===== config.mk =====
export PLATFORM = sky130hd
export DESIGN_NAME = mem_arbiter
export DESIGN_NICKNAME = d
export VERILOG_FILES = /design/src/rtl/mem_arbiter.sv
export SDC_FILE = /design/constraint.sdc
export NUM_CORES = 1
export LEC_CHECK = 0
export CAP_MARGIN = 10
export CORE_MARGIN = 8
export CORE_UTILIZATION = 41
export DETAILED_ROUTE_END_ITERATION = 6
export GPL_TIMING_DRIVEN = 0
export PLACE_DENSITY = 0.87
export SLEW_MARGIN = 20
export SYNTH_ARGS = -nofsm -noshare
export SYNTH_HDL_FRONTEND = slang
export SYNTH_SLANG_ARGS = --single-unit
export TNS_END_PERCENT = 5

===== constraint.sdc =====
create_clock -name clk -period 2.1 [get_ports clk]
set_input_delay 0.21 -clock clk [delete_from_list [all_inputs] [get_ports clk]]
set_output_delay 0.21 -clock clk [all_outputs]
set_load 0.05 [all_outputs]

===== src/rtl/mem_arbiter.sv =====
// mem_arbiter: shares one single-ported memory between fetch and data stages.
// Optional per-stage wait counters are built when MEM_ARBITER_PERF_EN is defined.
module mem_arbiter #(
    parameter int ADDR_W = 32,
    parameter int DATA_W = 32
) (
    input  logic                clk,
    input  logic                rst,
    input  logic                if_req,
    input  logic [ADDR_W-1:0]   if_addr,
    output logic [DATA_W-1:0]   if_rdata,
    output logic                if_ack,
    input  logic                d_req,
    input  logic                d_we,
    input  logic [DATA_W/8-1:0] d_be,
    input  logic [ADDR_W-1:0]   d_addr,
    input  logic [DATA_W-1:0]   d_wdata,
    output logic [DATA_W-1:0]   d_rdata,
    output logic                d_ack,
    output logic                mem_req,
    output logic                mem_we,
    output logic [DATA_W/8-1:0] mem_be,
    output logic [ADDR_W-1:0]   mem_addr,
    output logic [DATA_W-1:0]   mem_wdata,
    input  logic [DATA_W-1:0]   mem_rdata,
    input  logic                mem_ack,
    output logic                stall
`ifdef MEM_ARBITER_PERF_EN
    ,
    output logic [31:0]         perf_if_wait,
    output logic [31:0]         perf_d_wait
`endif
);
    localparam int BE_W = DATA_W / 8;

    typedef enum logic [1:0] {IDLE, BUSY_I, BUSY_D, DONE} state_t;

    state_t state;
    logic   last_d;
    logic   grant_i;

    // data has priority unless the previous grant went to data and a fetch is waiting
    assign grant_i = if_req & (~d_req | last_d);
    assign stall   = (if_req & ~if_ack) | (d_req & ~d_ack);

    // arbitration, memory transaction sequencing and registered outputs
    always_ff @(posedge clk or negedge rst) begin
        if (!rst) begin
            state     <= IDLE;
            last_d    <= 1'b0;
            mem_req   <= 1'b0;
            mem_we    <= 1'b0;
            mem_be    <= '0;
            mem_addr  <= '0;
            mem_wdata <= '0;
            if_rdata  <= '0;
            d_rdata   <= '0;
            if_ack    <= 1'b0;
            d_ack     <= 1'b0;
        end else begin
            case (state)
                IDLE: if (if_req | d_req) begin
                    state     <= grant_i ? BUSY_I : BUSY_D;
                    last_d    <= ~grant_i;
                    mem_req   <= 1'b1;
                    mem_we    <= ~grant_i & d_we;
                    mem_be    <= (grant_i | ~d_we) ? {BE_W{1'b1}} : d_be;
                    mem_addr  <= grant_i ? if_addr : d_addr;
                    mem_wdata <= grant_i ? '0 : d_wdata;
                end
                BUSY_I, BUSY_D: if (mem_ack) begin
                    state   <= DONE;
                    mem_req <= 1'b0;
                    mem_we  <= 1'b0;
                    if (state == BUSY_I) begin
                        if_rdata <= mem_rdata;
                        if_ack   <= 1'b1;
                    end else begin
                        d_rdata <= mem_rdata;
                        d_ack   <= 1'b1;
                    end
                end
                default: begin
                    state  <= IDLE;
                    if_ack <= 1'b0;
                    d_ack  <= 1'b0;
                end
            endcase
        end
    end

`ifdef MEM_ARBITER_PERF_EN
    // saturating counts of cycles each stage spends waiting on its ack
    always_ff @(posedge clk or negedge rst) begin
        if (!rst) begin
            perf_if_wait <= '0;
            perf_d_wait  <= '0;
        end else begin
            if (if_req & ~if_ack & ~&perf_if_wait) perf_if_wait <= perf_if_wait + 32'd1;
            if (d_req & ~d_ack & ~&perf_d_wait) perf_d_wait <= perf_d_wait + 32'd1;
        end
    end
`endif
endmodule


### After elaboration in Yosys (flattened, before gate mapping)

Index checks and enable logic that the tools add are counted.
W data, S select, Z words.

| storage, ports and cells | value |
|---|---|
| flip-flop bits (word level) | 139 |
| input port bits | 138 |
| output and inout port bits | 137 |
| logic and storage cells | 60 |

| operators by class | value |
|---|---|
| equal/unequal tests | 6 |
| multiplexer cells | 18 |
| bitwise gates (word level) | 15 |
| reductions and logical operators | 10 |

Operators with widths:

| operator | number |
|---|---|
| $mux W32 | 2 |
| $reduce_and A3 Y1 | 5 |
| $ne A2 B2 Y1 const B | 4 |
| $pmux W1 S2 | 4 |
| $mux W1 | 7 |
| $not A1 Y1 | 7 |
| $mux W2 | 3 |
| $and A1 B1 Y1 | 4 |
| $mux W4 | 1 |
| $or A1 B1 Y1 | 4 |
| $pmux W2 S2 | 1 |
| $reduce_and A2 Y1 | 2 |
| $eq A2 B1 Y1 const B | 1 |
| $eq A2 B2 Y1 const B | 1 |
| $logic_not A2 Y1 | 1 |
| $reduce_bool A2 Y1 | 1 |
| $reduce_or A2 Y1 | 1 |

### Depth between registers and ports, before layout

| depth | value |
|---|---|
| word-level depth | 7 |
| gate-level depth with buffers | 8 |
| gate-level depth less buffers | 5 |

### Worst setup path before layout

Ideal clock, no wire load.

| timing path | value |
|---|---|
| path type | register to output |
| start point | reg if_ack |
| end point | out stall |
| arrival | 1.407 ns |
| data required time | 1.890 ns |
| slack | 0.483 ns |
| cell stages (with the launch flop) | 2 |
| buffers on the path | 0 |
| path through | dfrtp_1 -> o22ai_1 |

| between the ends | value |
|---|---|
| longest elaborated chain between the ends | 3 |

Ends and longest elaborated chain:

| element | RTL line | RTL |
|---|---|---|
| from (decl) | 12 | `output logic if_ack,` |
| from (signal assigned) | 58 | `if_ack <= 1'b0;` |
| from (signal assigned) | 77 | `if_ack <= 1'b1;` |
| from (signal assigned) | 85 | `if_ack <= 1'b0;` |
| $not A1 Y1 | 44 | `assign stall = (if_req & ~if_ack) \| (d_req & ~d_ack);` |
| $and A1 B1 Y1 | 44 |  |
| $or A1 B1 Y1 | 44 |  |
| to (decl) | 27 | `output logic stall` |

No other way between the ends.

### Worst setup path in the final report

| timing path | value |
|---|---|
| start point | reg state[0] |
| end point | reg mem_addr[9] |

| between the ends | value |
|---|---|
| longest elaborated chain between the ends | 2 |

Ends and longest elaborated chain:

| element | RTL line | RTL |
|---|---|---|
| from (decl) | 38 | `state_t state;` |
| from (signal assigned) | 63 | `state <= grant_i ? BUSY_I : BUSY_D;` |
| $logic_not A2 Y1 | 61 | `case (state)` |
| $reduce_and A2 Y1 (no line) | - |  |
| to (signal assigned) | 68 | `mem_addr <= grant_i ? if_addr : d_addr;` |
| to (decl) | 23 | `output logic [ADDR_W-1:0] mem_addr,` |

No other way between the ends.
A chain may end at the register's enable or synchronous reset.

==> flow_metrics.env <==
export IMPL_core_um2=13700
export IMPL_synth_edff_count=0
export IMPL_r2r_slack_ns=0.22
export IMPL_finalSetupViolCount=0
export IMPL_p_total_uw=18400
export IMPL_dr_pass1_iters=5
export IMPL_post_cts_setup_buffer_count=0
export IMPL_antenna_found_initial=0
export IMPL_dp_hpwl_um=14300
export IMPL_async_flop_share_pct=100
export IMPL_drc=0
export IMPL_synth_area_leaders="dfrtp_1 61%, mux2_1 13%, a22o_1 5.1%, a21oi_1 3.5%, a31oi_1 3.5%"
export IMPL_synth_nets=589
export IMPL_synthCells=447
export IMPL_clk_latency_ns=0.41
export IMPL_hold_viol_final=0
export IMPL_fmax_ghz=0.533
export IMPL_cts_root_buf="clkbuf_16"
export IMPL_crit_family="buffers and inverters"
export IMPL_cp_start_kind="register"
export IMPL_drt_initial_drc_count=289
export IMPL_portBuffers=274
export IMPL_cp_max_fo=10
export IMPL_seqPwrFrac_pct=25.9
export IMPL_fill_cells=993
export IMPL_initial_core_util_pct=41.4
export IMPL_synth_area_um2=5660
export IMPL_grt_util_all_layers_pct=20.7
export IMPL_fin_ws_ns=0.225
export IMPL_ys_warn_count=0
export IMPL_pwr_share_comb_pct=57.8
export IMPL_cp_end_kind="register"
export IMPL_status="finished, final reports clean"
export IMPL_synth_avg_cell_area_um2=12.7
export IMPL_stdcell_area_um2=9260
export IMPL_via_per_inst=5.32
export IMPL_worstPathRequired_ns=2.43
export IMPL_nNetsFinal=883
export IMPL_die_area_um2=17800
export IMPL_place_ws_ns=-0.391
export IMPL_htreeDepth=4
export IMPL_crit_path_end="mem_addr[9]$_DFFE_PN0P_"
export IMPL_ant_nets=0
export IMPL_p_switching_uw=8720
export IMPL_grt_pass1_vias=5436
export IMPL_period_needed_ns=1.88
export IMPL_synth_top_area_cell="dfrtp_1"
export IMPL_skew_ns=0.00834
export IMPL_ios=275
export IMPL_ir_drop_uv=913
export IMPL_clkPwrFrac_pct=16.3
export IMPL_timing_max_cap_violations=0
export IMPL_crit_buf_inv=3
export IMPL_dieWidth_um=134
export IMPL_cpPeakStageDelay_ns=0.47
export IMPL_hp_class="primary input to async pin"
export IMPL_p_leak_uw=0.00388
export IMPL_synth_top_area_share_pct=61.4
export IMPL_gp_congestion=0.846
export IMPL_period_share_pct=89.3
export IMPL_slew_headroom_pct=60.3
export IMPL_r2r_end="mem_addr[9]$_DFFE_PN0P_"
export IMPL_final_core_util_pct=67.8
export IMPL_syn_to_final_growth_pct=63.6
export IMPL_cts_buffers=17
export IMPL_ys_seq_area_share_pct=61.4
export IMPL_slew_viol_final=0
export IMPL_arrival_ns=2.20
export IMPL_drive_above_1_share_pct=7.71
export IMPL_wl_per_cell_um=19.9
export IMPL_die_h_um=134
export IMPL_critPathLaunch="state[0]$_DFFE_PN0P_"
export IMPL_place_area_um2=8660
export IMPL_cts_tree="yes"
export IMPL_pwr_density_cell_nw_per_um2=1980
export IMPL_whs_ns=0.317
export IMPL_cts_num_sinks=139
export IMPL_clk_pin_slew_ns=0.05
export IMPL_routed_wl_um=18600
export IMPL_gr_total_overflow=0
export IMPL_rr_worst_depth=7
export IMPL_clk_path_buf_depth=2
export IMPL_rr_startpoint="state[0]$_DFFE_PN0P_"
export IMPL_grt_pass1_wl_um=29200
export IMPL_slowest_stage="clkbuf_1"
export IMPL_yosys_most_used_dff="dfrtp_1"
export IMPL_path_class="register to register"
export IMPL_num_rows=43
export IMPL_n_antenna_cell=0
export IMPL_cp_depth=7
export IMPL_worst_pin_slew_ns=0.593
export IMPL_vias=4958
export IMPL_worstPathCellList="inv_1, ha_1, buf_2, o21ai_4, clkbuf_1, a31oi_1, a21oi_1"
export IMPL_ys_seq_elements=139
export IMPL_internal_power_uw=9640
export IMPL_ys_types=31
export IMPL_rsz0062_at_grt="false"
export IMPL_p_sw_share_pct=47.5
export IMPL_grt_max_degree=86
[synth_stat cells, types with 2 or more instances]
cell type / n
inv_1: 4
o21ai_0: 32
clkbuf_1: 14
mux2_1: 66
buf_2: 12
nor2_1: 43
ha_1: 4
a21o_1: 2
a22o_1: 33
dfrtp_1: 139
buf_6: 4
a21oi_1: 40
buf_4: 5
a31oi_1: 32
[per-stage QoR]
step	setup TNS [ns]	cells
5_1_grt	0	932
2_1_floorplan	0	447
6_report	0	932
3_3_place_gp	-603.92	901
4_1_cts	0	933
3_5_place_dp	-0.391	902
[logic make-up (layout without fill, tap and decap cells)]
family	Yosys count	count (layout)	share of synthesized area (%)
AOI/OAI and AO/OA	148	148	17.1
DFF	139	139	61.4
and+or+nand+nor	49	49	3.54
buffers and inverters	40	345	3.78
muxes	67	67	13.3
adders and majority gates	4	4	0.884
[worst reg2reg max path, stage by stage, from the launching register on]
cell      delay [ns]
dfrtp_1         0.39
inv_1           0.08
ha_1            0.19
buf_2           0.18
o21ai_4         0.15
clkbuf_1        0.47
a31oi_1         0.16
a21oi_1         0.18
[timing repair]
action                                 CTS  global route
endpoints found under the hold margin   54             0
setup endpoints to repair                1             1
hold buffers                             1             0
pin swaps                                0             0
resized for setup                        3             0
[power groups by stage]
stage | Combinational (uW) | Sequential (uW) | Clock, uW
after global routing | 11100 | 4910 | 3170
final | 10600 | 4750 | 2990
after global placement | 10400 | 4690 | 0
after CTS | 10700 | 4750 | 3040
after detailed placement | 10700 | 4780 | 0
after floorplan | 2440 | 9110 | 0
[layout make-up]
| type | instances | area (um^2) | area share, % |
|---|---|---|---|
| clock inverters | 8 | 118 | 1.27 |
| multi-input cells | 268 | 1970 | 21.3 |
| clock buffers | 22 | 474 | 5.12 |
| well taps | 180 | 225 | 2.43 |
| flip-flops and latches | 139 | 3480 | 37.6 |
| repair buffers | 276 | 2790 | 30.1 |
| inverters | 5 | 18.8 | 0.203 |
| plain buffers | 34 | 191 | 2.07 |
[sequential cells by signal, indices dropped and copies added (netlist names)]
signal,count
d_ack,1
d_rdata,32
if_ack,1
if_rdata,32
last_d,1
mem_addr,32
mem_be,4
mem_req,1
mem_wdata,32
mem_we,1
state,2
[how the worst min path moves through the flow]
stage,cells after the start,slack [ns],from,end
6_report,2,0.32,rst,if_rdata[18]$_DFFE_PN0P_
5_1_grt,2,0.36,rst,d_rdata[18]$_DFFE_PN0P_
4_1_cts,2,0.32,rst,if_rdata[18]$_DFFE_PN0P_
3_5_place_dp,1,0.16,rst,if_rdata[18]$_DFFE_PN0P_
3_3_place_gp,1,0.47,mem_we$_DFFE_PN0P_,mem_we$_DFFE_PN0P_
2_1_floorplan,0,-0.09,rst,d_ack$_DFFE_PN0P_
[cells in the final DEF (no fill, tap or decap), types with 2 or more instances in the layout]
cell type,count
inv_1,4
bufinv_16,3
dfrtp_1,139
clkbuf_1,15
ha_1,4
a21o_1,2
clkdlybuf4s50_1,272
clkbuf_8,3
o21ai_0,32
a21oi_1,40
buf_6,4
clkbuf_16,17
a22o_1,33
buf_2,12
nor2_1,43
a31oi_1,32
mux2_1,66
clkinv_2,4
buf_4,5
[per-layer routing]
metal	track usage [%]	routed length [um]	vias up
li1	-	-	2205
met1	22.6	6940	2459
met2	35.0	9420	245
met3	7.45	1560	49
met4	10.4	668	0
met5	0	0	-
(Power assumes the default switching activity.)
